$ cat src/rtl/fetch_mem_router.sv
// fetch_mem_router: routes icache line refills to the boot ROM or the L2, one at a time, with kill, timeout and spurious-response handling.
//   ic_req_*   : refill request from the icache (paddr latched on accept, ready only in IDLE)
//   ic_kill_i  : discard the pending refill
//   ic_resp_*  : registered single-cycle refill response; error marks a timeout with zero data
//   brom_*     : boot ROM valid/ready request and response
//   l2_*       : L2 single-cycle request pulse and response
//   spurious_resp_o : sticky flag for responses that arrive when none is expected
module fetch_mem_router #(
  parameter int PADDR_WIDTH = 40,
  parameter int LINE_WIDTH = 128,
  parameter int BROM_ADDR_WIDTH = 24,
  parameter logic [PADDR_WIDTH-1:0] BROM_BASE = '0,
  parameter int BROM_SIZE_LOG2 = 16,
  parameter int TIMEOUT_CYCLES = 1024
) (
  input  logic                       clk_i,
  input  logic                       rstn_i,
  input  logic                       ic_req_valid_i,
  input  logic [PADDR_WIDTH-1:0]     ic_req_paddr_i,
  output logic                       ic_req_ready_o,
  input  logic                       ic_kill_i,
  output logic                       ic_resp_valid_o,
  output logic [LINE_WIDTH-1:0]      ic_resp_data_o,
  output logic                       ic_resp_error_o,
  output logic                       brom_req_valid_o,
  output logic [BROM_ADDR_WIDTH-1:0] brom_req_address_o,
  input  logic                       brom_ready_i,
  input  logic                       brom_resp_valid_i,
  input  logic [LINE_WIDTH-1:0]      brom_resp_data_i,
  output logic                       l2_req_valid_o,
  output logic [PADDR_WIDTH-1:0]     l2_req_paddr_o,
  input  logic                       l2_resp_valid_i,
  input  logic [LINE_WIDTH-1:0]      l2_resp_data_i,
  output logic                       spurious_resp_o
);
  localparam int TW = $clog2(TIMEOUT_CYCLES);
  localparam logic [TW-1:0] T_MAX = TW'(TIMEOUT_CYCLES - 1);
  typedef enum logic [2:0] {IDLE, BROM_REQ, BROM_WAIT, L2_WAIT, DRAIN} state_e;
  state_e state_q, state_d;
  logic [PADDR_WIDTH-1:0] paddr_q, paddr_d;
  logic [TW-1:0] timer_q, timer_d;
  logic [LINE_WIDTH-1:0] resp_data_q, resp_data_d;
  logic resp_valid_q, resp_valid_d, resp_error_q, resp_error_d;
  logic l2_req_valid_q, l2_req_valid_d, spurious_q, spurious_d;
  logic src_brom_q, src_brom_d;
  logic is_brom, exp_brom, exp_l2, brom_hit, l2_hit, hit, expired;
  always_comb begin
    is_brom = (ic_req_paddr_i >> BROM_SIZE_LOG2) == (BROM_BASE >> BROM_SIZE_LOG2);
    // DRAIN remembers which source still owes a response
    exp_brom = state_q == BROM_WAIT || (state_q == DRAIN && src_brom_q);
    exp_l2 = state_q == L2_WAIT || (state_q == DRAIN && !src_brom_q);
    brom_hit = brom_resp_valid_i && exp_brom;
    l2_hit = l2_resp_valid_i && exp_l2;
    hit = brom_hit || l2_hit;
    expired = timer_q == T_MAX;
    state_d = state_q;
    paddr_d = paddr_q;
    src_brom_d = src_brom_q;
    l2_req_valid_d = 1'b0;
    resp_valid_d = 1'b0;
    resp_error_d = 1'b0;
    resp_data_d = resp_data_q;
    spurious_d = spurious_q || (brom_resp_valid_i && !exp_brom) || (l2_resp_valid_i && !exp_l2);
    case (state_q)
      IDLE: if (ic_req_valid_i) begin
        paddr_d = ic_req_paddr_i;
        src_brom_d = is_brom;
        l2_req_valid_d = !is_brom;
        state_d = is_brom ? BROM_REQ : L2_WAIT;
      end
      BROM_REQ: if (brom_ready_i) state_d = ic_kill_i ? DRAIN : BROM_WAIT;
        else if (ic_kill_i) state_d = IDLE;
      BROM_WAIT, L2_WAIT: if (ic_kill_i) state_d = hit ? IDLE : DRAIN;
        else if (hit || expired) begin
          // a response in the expiry cycle still wins over the timeout
          state_d = IDLE;
          resp_valid_d = 1'b1;
          resp_error_d = !hit;
          resp_data_d = !hit ? '0 : brom_hit ? brom_resp_data_i : l2_resp_data_i;
        end
      DRAIN: if (hit || expired) state_d = IDLE;
      default: state_d = IDLE;
    endcase
    // cleared on entry, saturating while staying in a waiting state
    timer_d = (state_q inside {BROM_WAIT, L2_WAIT, DRAIN} && state_d == state_q) ?
      (expired ? timer_q : timer_q + TW'(1)) : '0;
  end
  always_ff @(posedge clk_i) begin
    if (!rstn_i) begin
      state_q <= IDLE;
      paddr_q <= '0;
      src_brom_q <= 1'b0;
      timer_q <= '0;
      resp_valid_q <= 1'b0;
      resp_error_q <= 1'b0;
      resp_data_q <= '0;
      l2_req_valid_q <= 1'b0;
      spurious_q <= 1'b0;
    end else begin
      state_q <= state_d;
      paddr_q <= paddr_d;
      src_brom_q <= src_brom_d;
      timer_q <= timer_d;
      resp_valid_q <= resp_valid_d;
      resp_error_q <= resp_error_d;
      resp_data_q <= resp_data_d;
      l2_req_valid_q <= l2_req_valid_d;
      spurious_q <= spurious_d;
    end
  end
  assign ic_req_ready_o = state_q == IDLE;
  assign ic_resp_valid_o = resp_valid_q;
  assign ic_resp_error_o = resp_error_q;
  assign ic_resp_data_o = resp_data_q;
  assign brom_req_valid_o = state_q == BROM_REQ;
  assign brom_req_address_o = paddr_q[BROM_ADDR_WIDTH-1:0];
  assign l2_req_valid_o = l2_req_valid_q;
  assign l2_req_paddr_o = paddr_q;
  assign spurious_resp_o = spurious_q;
endmodule

$ cat config.mk
export PLATFORM = sky130hd
export DESIGN_NAME = fetch_mem_router
export DESIGN_NICKNAME = d
export VERILOG_FILES = /design/src/rtl/fetch_mem_router.sv
export SDC_FILE = /design/constraint.sdc
export NUM_CORES = 1
export LEC_CHECK = 0
export ABC_AREA = 1
export ABC_CLOCK_PERIOD_IN_PS = 5500
export BUFFER_PORTS_ARGS = -buffer_cell sky130_fd_sc_hd__clkbuf_2
export CORE_AREA = 5 5 191 193
export DETAILED_ROUTE_END_ITERATION = 12
export DIE_AREA = 0 0 196 198
export PLACE_DENSITY_LB_ADDON = 0.05
export SLEW_MARGIN = 20
export SYNTH_ARGS = -nofsm -noshare
export SYNTH_HDL_FRONTEND = slang
export SYNTH_SLANG_ARGS = --single-unit
$ cat constraint.sdc
create_clock -name clk_i -period 5.5 [get_ports clk_i]
set_input_delay 1.1 -clock clk_i [delete_from_list [all_inputs] [get_ports clk_i]]
set_output_delay 1.1 -clock clk_i [all_outputs]
set_load 0.02 [all_outputs]
==> summary by stage <==
Setup path
The internal reg-to-reg setup slack is between 1.5 and 2 ns. The worst reg2reg path endpoint is ic_resp_data_o[0]$_SDFFE_PN0P_. The element type at the critical path end is a flop.

STA classifies the critical path startpoint as a flop. The setup path with the least slack is of type flop to flop. Along the worst path, the maximum fanout reaches between 60 and 70. The launch point of the worst reg-to-reg path is state_q[1]$_SDFF_PN0_. The depth of the worst register-to-register path is 9.

Data on the critical path is required at its endpoint by 5.86 ns. For the worst setup path, the data arrival time is around 3.9 ns.

CTS
The number of buffers created by CTS is 17. After clock tree synthesis, the clock-pin slew on the worst setup and hold paths is about 0.08 ns. For this design, the CTS-stage hold fixing added 0 buffers. The clock insertion delay at the later pin of the skew report is approximately 0.44 ns. In this run the number of H-tree levels came out at 4. In this run the post-CTS setup repair buffer count came out at 0.

The maximum clock insertion buffer count is 2. The tree is rooted in a clkbuf_16. Counting every sink on the clock net gives ~190. Gates resized during post-CTS repair numbered 0.

The clock tree from TritonCTS is built.

Drt
The vias after detailed routing is between 9,000 and 10,000. The number of remaining DRC errors is 0. The first detailed-routing pass took 4 iterations.

For this block, the initial DRC count from the detailed router was about 350. The count of nets left with antenna violations once routing finished came out at 0. Dividing the detail-routed wire length by the instance count gives roughly 19 µm. The mean number of vias per cell is around 4.6. The total wirelength of the detailed-routed design is 39.0 mm.

Timing
The maximum clock rate is around 280 MHz. Headroom to the max-slew limit came out at between 20% and 30%. The number of slew-limit violations in the final report is 0. The setup total negative slack is 0 ns.

The worst path needs 3.57 ns of the cycle, external delays included. The total setup violations reported at the end of the flow is 0. The ratio of final minimum period to clock period is between 60% and 70%. Setup slack closes at about 1.9 ns.

The clock tree skew after final layout is 0.00993 ns. Setup repair after global routing left no endpoint under its margin. The final hold violation count came to 0. For the pin with the worst max-slew slack, the measured transition is roughly 1.1 ns.

Synth
The gate count of the mapped netlist is about 1,200. The fraction of registers with async set or reset after synthesis is 0%. Counting instances in the post-synthesis netlist gives the leading cell types as 238 x nor2_1, 186 x dfxtp_1, 144 x nand2_1, 104 x nand3_1, 91 x o21ai_1.

Synthesis inferred 186 register bits. Counting distinct cell types in the post-synthesis netlist gives 32. The cell with the most instances after synthesis is nor2_1. The netlist area before placement is roughly 8600 µm².

The sequential-to-total area share from yosys stat is around 44%. The number of nets in the synthesized netlist is about 1,500. A synthesized cell averages 7.30 µm². The number of flops mapped to enable cells by yosys is 0. By area the synthesized netlist is led by dfxtp_1 44%, nor2_1 10%, nand2_1 6.3%, nand3_1 6.1%, o211ai_1 5.5%.

The number of warnings reported in the yosys synthesis log is 0. The leading register cell type out of synthesis is dfxtp_1. The portion of synthesized cell area occupied by the leading cell type is between 40% and 50%. The biggest area contributor in the post-synthesis netlist is dfxtp_1.

Place
The instance area after placement is 11,000 µm². Routability-driven placement finished with a final weighted congestion of just over 0.9. Detailed placement ended at an HPWL of between 20 and 30 mm. In this run the tool buffered the top-level ports with 500 buffer cells. The worst setup slack before clock tree synthesis is about 1.5 ns.

Global routing
Entering global routing, the biggest net connects between 80 and 90 pins. The via count of the first global-routing pass was 9,362. The number of antenna violations at the first check in global routing was 2. After global routing the overflow that remains totals 0. The wire length of the first global-routing pass is 58.0 mm. The total global-route track usage is between 15 and 20%.

Power
In this run the static leakage power is 0.00509 µW. The power density of the placed cells is roughly 280 nW/µm². The worst-case IR drop observed on VDD is 0.212 mV.

Floorplanning
Once the floorplan was initialized, standard cells occupied around a quarter of the core. After floorplanning, the core was divided into between 60 and 70 placement rows. The core region is 34,400 µm². From bottom edge to top edge, the die measures just under 200 µm. The floorplan step defined a die boundary enclosing ~39,000 µm².

The I/O pin total is 501. In this run the horizontal extent of the chip is between 150 and 200 µm.

Final layout
The area growth from synthesis to layout is 35.6%. The final layout contains 1,887 nets. The fraction of layout cells with a size suffix above 1 is between 30% and 40%.

With fillers left out, the area of the finished cells amounts to between 10,000 and 15,000 µm².

Min path
The number of cells on the worst hold path is 2. The path class of the tightest hold or removal check is flop to flop. The worst hold path begins at l2_req_paddr_o[31]$_SDFFE_PN0P_. The worst-case hold path end point is l2_req_paddr_o[31]$_SDFFE_PN0P_.

Job
Across the run, the number of max-cap violations was 0.

Run status
The flow ran to the end, and the final reports show no timing, DRC or antenna violations.
[sequential cells by signal, indices dropped and copies added, names as in the netlist]
name / cells
ic_resp_data_o: 128
l2_req_paddr_o: 40
timer_q: 10
state_q: 3
ic_resp_error_o: 1
ic_resp_valid_o: 1
l2_req_valid_o: 1
spurious_resp_o: 1
src_brom_q: 1
[routing by layer]
layer  part of all wire (%)  global-route usage, %  wire, µm  up-vias
met1                     41                   23.1     15900     4271
li1                       -                      -         -     4734
met5                  0.018                      0         7        -
met4                    2.0                   5.40       763        2
met2                     49                   33.2     19100      343
met3                    8.2                   6.36      3200       33
[power by group]
part           switching (µW)  leakage, µW  internal, µW  total [µW]
clock network             578     0.000279           684        1260
logic                     353      0.00330           190         543
registers                26.3      0.00150          1380        1400
[worst max-delay path, cell delays in order (launching register included)]
cell      delay, ns
dfxtp_1        0.38
nor2_1         0.26
nand3_1        0.18
nand2_1        0.14
nand2_4        0.34
nand2_2        0.45
clkinv_2       0.64
nor2_4         0.66
o211ai_1       0.22
o21ai_1        0.17
[through the flow]
stage | std cells | hold WS [ns] | power (µW) | utilization (%)
6_report | 2052 | 0.465 | 3210 | 33.7
5_1_grt | 2052 | 0.482 | 3380 | 33.7
4_1_cts | 2051 | 0.467 | 3280 | 33.7
3_5_place_dp | 2019 | 0.454 | 1990 | 32.0
3_3_place_gp | 2019 | 0.451 | 1990 | 32.0
2_1_floorplan | 1172 | 0.449 | 1780 | -
[how the worst max path moves through the flow]
stage          slack [ns]                               to             startpoint  depth (start not counted)
2_1_floorplan        3.31  ic_resp_data_o[42]$_SDFFE_PN0P_                 rstn_i                          6
3_3_place_gp         1.54   ic_resp_data_o[0]$_SDFFE_PN0P_      brom_resp_valid_i                          7
3_5_place_dp         1.48   ic_resp_data_o[0]$_SDFFE_PN0P_      brom_resp_valid_i                          7
4_1_cts              1.76   ic_resp_data_o[0]$_SDFFE_PN0P_  state_q[1]$_SDFF_PN0_                          9
5_1_grt              1.51   ic_resp_data_o[0]$_SDFFE_PN0P_  state_q[1]$_SDFF_PN0_                          9
6_report             1.93   ic_resp_data_o[0]$_SDFFE_PN0P_  state_q[1]$_SDFF_PN0_                          9
[placed cells by master (no fill, tap or decap), drive strengths merged, types with 4 or more instances in the layout]
cell type,count
a21oi,75
nand3,106
clkbuf,517
buf,12
nor2,240
clkinvlp,4
inv,23
xnor2,5
dfxtp,186
o21ai,166
nand2,148
clkinv,6
or2,29
o211ai,63
[layout make-up]
class / instances / area [µm²]
inverters: 21 / 82.6
repair buffers: 511 / 2590
fillers: 3849 / 22800
clock buffers: 18 / 439
clock inverters: 14 / 145
multi-input cells: 846 / 4050
diodes: 1 / 2.50
well taps: 455 / 569
flip-flops and latches: 186 / 3720
[cells by family (layout without fill, tap and decap cells)]
| group | count (synthesis) | after routing | share of synthesized area, % |
|---|---|---|---|
| xor gates and xnor gates | 7 | 7 | 0.717 |
| other | 0 | 1 | 0 |
| adders and majority gates | 1 | 1 | 0.146 |
| DFF | 186 | 186 | 43.5 |
| buffers and inverters | 140 | 564 | 9.31 |
| muxes | 1 | 1 | 0.117 |
| and+or+nand+nor | 529 | 529 | 26.2 |
| AOI/OAI and AO/OA | 308 | 308 | 20.0 |
Note: power is estimated with default switching activity, not from simulation.
